File: src/rtl/sseg_scan_ctrl.sv
// -----------------------------------------------------------------------------
// sseg_scan_ctrl
//
// Time-multiplexed scan controller for a four-digit seven-segment display.
// A prescaler divides clk into digit slots. The digit index walks 0,1,2,3.
// Display data is double-buffered: loads land in a holding register and are
// promoted into the shadow registers only at a frame boundary, so one frame
// never shows a mix of old and new digits.
//
// Ports
//   clk          system clock; all state updates on its rising edge
//   reset        asynchronous, active-high reset
//   value_in     four hex digits; digit k = value_in[4k+3:4k], digit 0 rightmost
//   blank_in     per-digit blank enable (1 = digit dark)
//   blink_in     per-digit blink enable
//   load         single-cycle request to take value_in/blank_in/blink_in
//   load_ack     one-cycle pulse when the requested data becomes visible
//   hex_out      nibble of the active digit, for the hex-to-7-segment decoder
//   an           active-low digit anodes
//   frame_start  one-cycle pulse in the first cycle of each scan frame
//
// Digit scan FSM
//   state | meaning
//   DIG0  | digit 0 (rightmost) active, first slot of a frame
//   DIG1  | digit 1 active
//   DIG2  | digit 2 active
//   DIG3  | digit 3 active; its last cycle is the frame boundary
// -----------------------------------------------------------------------------
module sseg_scan_ctrl #(
    parameter int PRESCALE     = 100000,
    parameter int BLINK_FRAMES = 128
) (
    input  logic        clk,
    input  logic        reset,
    input  logic [15:0] value_in,
    input  logic [3:0]  blank_in,
    input  logic [3:0]  blink_in,
    input  logic        load,
    output logic        load_ack,
    output logic [3:0]  hex_out,
    output logic [3:0]  an,
    output logic        frame_start
);

    localparam int CW = (PRESCALE > 1) ? $clog2(PRESCALE) : 1;
    localparam int FW = (BLINK_FRAMES > 1) ? $clog2(BLINK_FRAMES) : 1;
    localparam logic [CW-1:0] CNT_MAX = CW'(PRESCALE - 1);
    localparam logic [FW-1:0] FC_MAX  = FW'(BLINK_FRAMES - 1);

    typedef enum logic [1:0] {
        DIG0 = 2'd0,
        DIG1 = 2'd1,
        DIG2 = 2'd2,
        DIG3 = 2'd3
    } state_t;

    state_t          state;
    state_t          state_next;
    logic [1:0]      idx;

    logic [CW-1:0]   cnt;
    logic            tick;
    logic            boundary;

    logic [FW-1:0]   fc;
    logic            blink_phase;

    logic            pending;
    logic [15:0]     hold_value;
    logic [3:0]      hold_blank;
    logic [3:0]      hold_blink;

    logic [15:0]     shadow_value;
    logic [3:0]      shadow_blank;
    logic [3:0]      shadow_blink;

    logic            dark;

    // With PRESCALE=1 the counter never leaves 0, so tick is constant high.
    assign tick     = (cnt == CNT_MAX);
    assign boundary = tick && (state == DIG3);
    assign idx      = state;

    // Prescaler
    always_ff @(posedge clk or posedge reset) begin
        if (reset) begin
            cnt <= '0;
        end else if (tick) begin
            cnt <= '0;
        end else begin
            cnt <= cnt + 1'b1;
        end
    end

    // Scan FSM: state register
    always_ff @(posedge clk or posedge reset) begin
        if (reset) begin
            state <= DIG0;
        end else begin
            state <= state_next;
        end
    end

    // Scan FSM: next state
    always_comb begin
        state_next = state;
        if (tick) begin
            case (state)
                DIG0:    state_next = DIG1;
                DIG1:    state_next = DIG2;
                DIG2:    state_next = DIG3;
                DIG3:    state_next = DIG0;
                default: state_next = DIG0;
            endcase
        end
    end

    // Scan FSM: outputs, decoded from registered state only
    always_comb begin
        hex_out = shadow_value[{idx, 2'b00} +: 4];
        dark    = shadow_blank[idx] | (shadow_blink[idx] & blink_phase);
        an      = 4'b1111;
        if (!dark) begin
            an = ~(4'b0001 << idx);
        end
    end

    // Frame counter and blink phase; the phase flips on the wrapping boundary
    always_ff @(posedge clk or posedge reset) begin
        if (reset) begin
            fc          <= '0;
            blink_phase <= 1'b0;
        end else if (boundary) begin
            if (fc == FC_MAX) begin
                fc          <= '0;
                blink_phase <= ~blink_phase;
            end else begin
                fc <= fc + 1'b1;
            end
        end
    end

    always_ff @(posedge clk or posedge reset) begin
        if (reset) begin
            frame_start <= 1'b0;
        end else begin
            frame_start <= boundary;
        end
    end

    // Load path. A load on the boundary cycle bypasses the holding register
    // and wins over anything still pending from earlier in the frame.
    always_ff @(posedge clk or posedge reset) begin
        if (reset) begin
            pending      <= 1'b0;
            hold_value   <= 16'h0000;
            hold_blank   <= 4'h0;
            hold_blink   <= 4'h0;
            shadow_value <= 16'h0000;
            shadow_blank <= 4'hF;
            shadow_blink <= 4'h0;
            load_ack     <= 1'b0;
        end else begin
            load_ack <= 1'b0;
            if (boundary) begin
                if (load) begin
                    shadow_value <= value_in;
                    shadow_blank <= blank_in;
                    shadow_blink <= blink_in;
                    pending      <= 1'b0;
                    load_ack     <= 1'b1;
                end else if (pending) begin
                    shadow_value <= hold_value;
                    shadow_blank <= hold_blank;
                    shadow_blink <= hold_blink;
                    pending      <= 1'b0;
                    load_ack     <= 1'b1;
                end
            end else if (load) begin
                hold_value <= value_in;
                hold_blank <= blank_in;
                hold_blink <= blink_in;
                pending    <= 1'b1;
            end
        end
    end

endmodule

File: config.mk
export PLATFORM = sky130hd
export DESIGN_NAME = sseg_scan_ctrl
export DESIGN_NICKNAME = d
export VERILOG_FILES = /design/src/rtl/sseg_scan_ctrl.sv
export SDC_FILE = /design/constraint.sdc
export NUM_CORES = 1
export LEC_CHECK = 0
export CORE_MARGIN = 2
export CORE_UTILIZATION = 50
export CTS_CLUSTER_DIAMETER = 100
export CTS_CLUSTER_SIZE = 24
export DETAILED_ROUTE_END_ITERATION = 8
export PLACE_DENSITY = 0.78
export SKIP_CTS_REPAIR_TIMING = 1
export SYNTH_ARGS = -nofsm -noshare
export SYNTH_HDL_FRONTEND = slang
export SYNTH_SLANG_ARGS = --single-unit
File: constraint.sdc
create_clock -name clk -period 3.26 [get_ports clk]
set_input_delay 0.815 -clock clk [delete_from_list [all_inputs] [get_ports clk]]
set_output_delay 0.815 -clock clk [all_outputs]
set_load 0.02 [all_outputs]
==> impl_metrics.py <==
metrics = {
    "logic_synthesis": {
        "netlist_instances": 315,
        "seq_area_frac_synth_pct": 52.48,
        "synth_enable_flop_cells": 0,
        "yosys_register_bits": 78,
        "yosys_warnings": 0,
        "netlist.area_leader.share_pct": 49.66,
        "synthesis.area_per_instance_um2": 11.84,
        "ys_top_cells_by_area": "dfrtp_1 50%, mux2_2 6.6%, o2bb2ai_1 4.9%",
        "yosys.area.top_type": "dfrtp_1",
        "number_of_nets_in_the_synthesized_netlist": 349,
        "yosys.cell_types.count": 42,
        "async_reset_ff_share_pct": 100.0,
        "syn-cell-area_um2": 3729,
        "synthFlopType": "dfrtp_1",
    },
    "pwr": {
        "pwr-share-seq_pct": 53.3,
        "max-vdd-ir-drop_v": 0.0002821,
        "power_switching_share_pct": 22.76,
        "power_frac_clock_pct": 37.7,
        "p_switching_mw": 0.4443,
        "pwr_density_cell_nw_per_um2": 442.4,
        "p_int_mw": 1.508,
        "power_leakage_nw": 1.920,
        "post-layout-total-power_mw": 1.953,
        "combinationalPowerShare_pct": 9.0,
    },
    "grt": {
        "first_global_vias": 2676,
        "grt_use_met3_pct": 3.673,
        "met2_usage_pct": 32.02,
        "globalRoute.totalOverflow": 0,
        "antenna_violations_before_repair": 0,
        "global_route_usage_sum_pct": 20.53,
        "grt_most_used_layer": "met2",
        "grt_pass1_wl_um": 13420,
        "gr-usage-met1_pct": 28.48,
        "pin_count_of_the_biggest_net_entering_global_routing": 35,
    },
    "final_layout": {
        "diodes": 0,
        "final_net_count": 387,
        "layout.cells.most_common": "dfrtp_1",
        "mostFrequentLayoutCells": "74 x dfrtp_1, 36 x clkdlybuf4s50_1, 22 x mux2_2",
        "final_cell_count_no_fill": 457,
        "layout-drive-gt1-share_pct": 16.76,
        "layout_stage_area_growth_over_the_synthesis_result_pct": 18.36,
    },
    "sta": {
        "layout_worst_path_cycle_share_pct": 93.21,
        "rsz0062_at_grt": "false",
        "final_critical_path_setup_slack_ns": 0.2215,
        "setup_tns_ns": 0,
        "timing.clock.skew_ns": 0.009458,
        "setup-violations-final": 0,
        "finalHoldWorstSlack_ns": 0.4733,
        "maxClockFrequency_mhz": 329.1,
        "timing_max_transition_violations_final": 0,
        "hold_violations": 0,
        "worst_slew_pin_slew_ns": 0.9328,
        "post_layout_min_period_ns": 3.038,
        "slew-limit-headroom_pct": 37.81,
    },
    "floorplan": {
        "placeableCoreArea_um2": 7253,
        "initial_core_util_pct": 51.41,
        "floorplan.die.width_um": 90.36,
        "die-area_um2": 8164,
        "number_of_rows_created_at_floorplan": 31,
        "io-pin-count": 37,
        "die_height_um": 90.36,
    },
    "critical_path": {
        "start_kind": "register",
        "critPathArrivalTime_ns": 2.22,
        "timing_worst_setup_path_type": "reg -> out",
        "setup.reg_to_reg.worst_slack_ns": 0.61,
        "required_ns": 2.44,
        "worst_setup_path_end_kind": "output pin",
        "setup.worst_path.end": "an[1]",
        "worstReg2RegEnd": "hold_blank[0]",
        "reg2regPathDepth": 5,
        "crit_start": "idx[1]",
        "worst-path-max-fanout": 8,
        "crit-reg2reg-launch": "cnt[12]",
    },
    "worst_hold_path": {
        "hold_path_class": "reg -> reg",
    },
    "clock_tree": {
        "clk_path_buf_depth": 2,
        "tritoncts": "yes",
        "cts_inserted_buffers": 9,
        "clkLatencyLatePin_ns": 0.35,
        "worst_setup_hold_path_clk_slew_ns": 0.08,
        "clock_sinks": 78,
        "cts_htree_levels": 3,
        "clock_tree.root_cell": "clkbuf_8",
    },
    "job": {
        "cap_viol_max_count": 0,
    },
    "drt": {
        "wl_per_cell_um": 16.56,
        "dr_total_vias": 2587,
        "dr.first_iter.drc_count": 145,
        "drc_errors": 0,
        "detail_route.first_pass.iterations": 4,
        "drt.antenna.violating_nets": 0,
        "viasPerCell": 5.661,
        "routed_wl_um": 7567,
    },
    "status": {
        "status": "finished clean",
    },
    "place": {
        "hpwlAfterDp_um": 5195,
        "numPlacedInstances": 441,
        "portbufs": 36,
        "globalplace.congestion": 0.8336,
        "placement.setup.worst_slack_ns": 0.5894,
    },
}
[worst max-delay path, stage by stage (launching register included)]
cell	delay (ns)
dfrtp_1	0.52
mux4_2	0.60
nand2_1	0.14
clkdlybuf4s50_1	0.62
[registers in the layout, summed over array words and instances (netlist names)]
name          count
load_ack          1
cnt              17
idx               2
fc                7
shadow_blank      4
pending           1
shadow_blink      4
hold_blank        4
hold_blink        4
shadow_value     16
blink_phase       1
frame_start       1
hold_value       16
[synthesized netlist by cell type (all sizes together), types with 4 or more instances]
cell     count
o2bb2ai     21
nor2        15
ha           7
or4          4
nand3        9
a21oi        9
dfrtp       74
clkbuf      12
dfstp        4
buf          5
xnor2       12
mux4         5
and2        22
inv         16
nor3         4
a31oi       19
nand2        9
mux2        23
xor2         5
o21ai        4
and3         7
[stage by stage]
step | cell area [um^2] | utilization, %
final | 4413 | 60.84
after global routing | 4413 | 60.84
after CTS | 4413 | 60.84
after detailed placement | 4212 | 58.06
after global placement | 4212 | 58.06
after floorplan | 3729 | -
[worst min path at each step]
stage	to	slack (ns)	cells past startpoint	start
finish	fc[4]	0.47	1	fc[4]
detailed placement	fc[4]	0.46	1	fc[4]
CTS	fc[4]	0.47	1	fc[4]
global route	fc[4]	0.49	1	fc[4]
floorplan	fc[6]	0.44	1	fc[6]
global placement	fc[6]	0.46	1	fc[6]
[layer usage]
metal | up-vias | wire length, um
li1 | 1226 | -
met1 | 1301 | 3531
met2 | 49 | 3621
met3 | 11 | 255
met4 | 0 | 158
met5 | - | 0
[layout make-up]
| type | count | area, um^2 |
|---|---|---|
| fill | 618 | 2840 |
| sequential | 78 | 1957 |
| multi-input combinational | 204 | 1625 |
| timing repair buffer | 44 | 445.4 |
| clock buffer | 13 | 158.9 |
| tap | 99 | 123.9 |
| inverter | 16 | 60.06 |
| clock inverter | 3 | 42.54 |
[cell families (layout without fill, tap and decap cells)]
logic type | count (synthesis) | count (layout) | synth area share, %
mux | 31 | 31 | 10.77
fa+ha+maj | 7 | 7 | 2.349
simple gates | 82 | 82 | 12.92
buf+inv | 33 | 76 | 4.161
flops | 78 | 78 | 52.48
xor+xnor | 17 | 17 | 3.993
compound gates | 67 | 67 | 13.32
[power groups by stage]
stage	Combinational, mW	Clock, mW	Sequential, mW
after floorplan	0.108	0	1.05
after global placement	0.173	0	1.06
after detailed placement	0.178	0	1.06
after CTS	0.179	0.742	1.04
after global routing	0.194	0.783	1.05
final	0.175	0.736	1.04
Note: power is estimated with default switching activity, not from simulation.
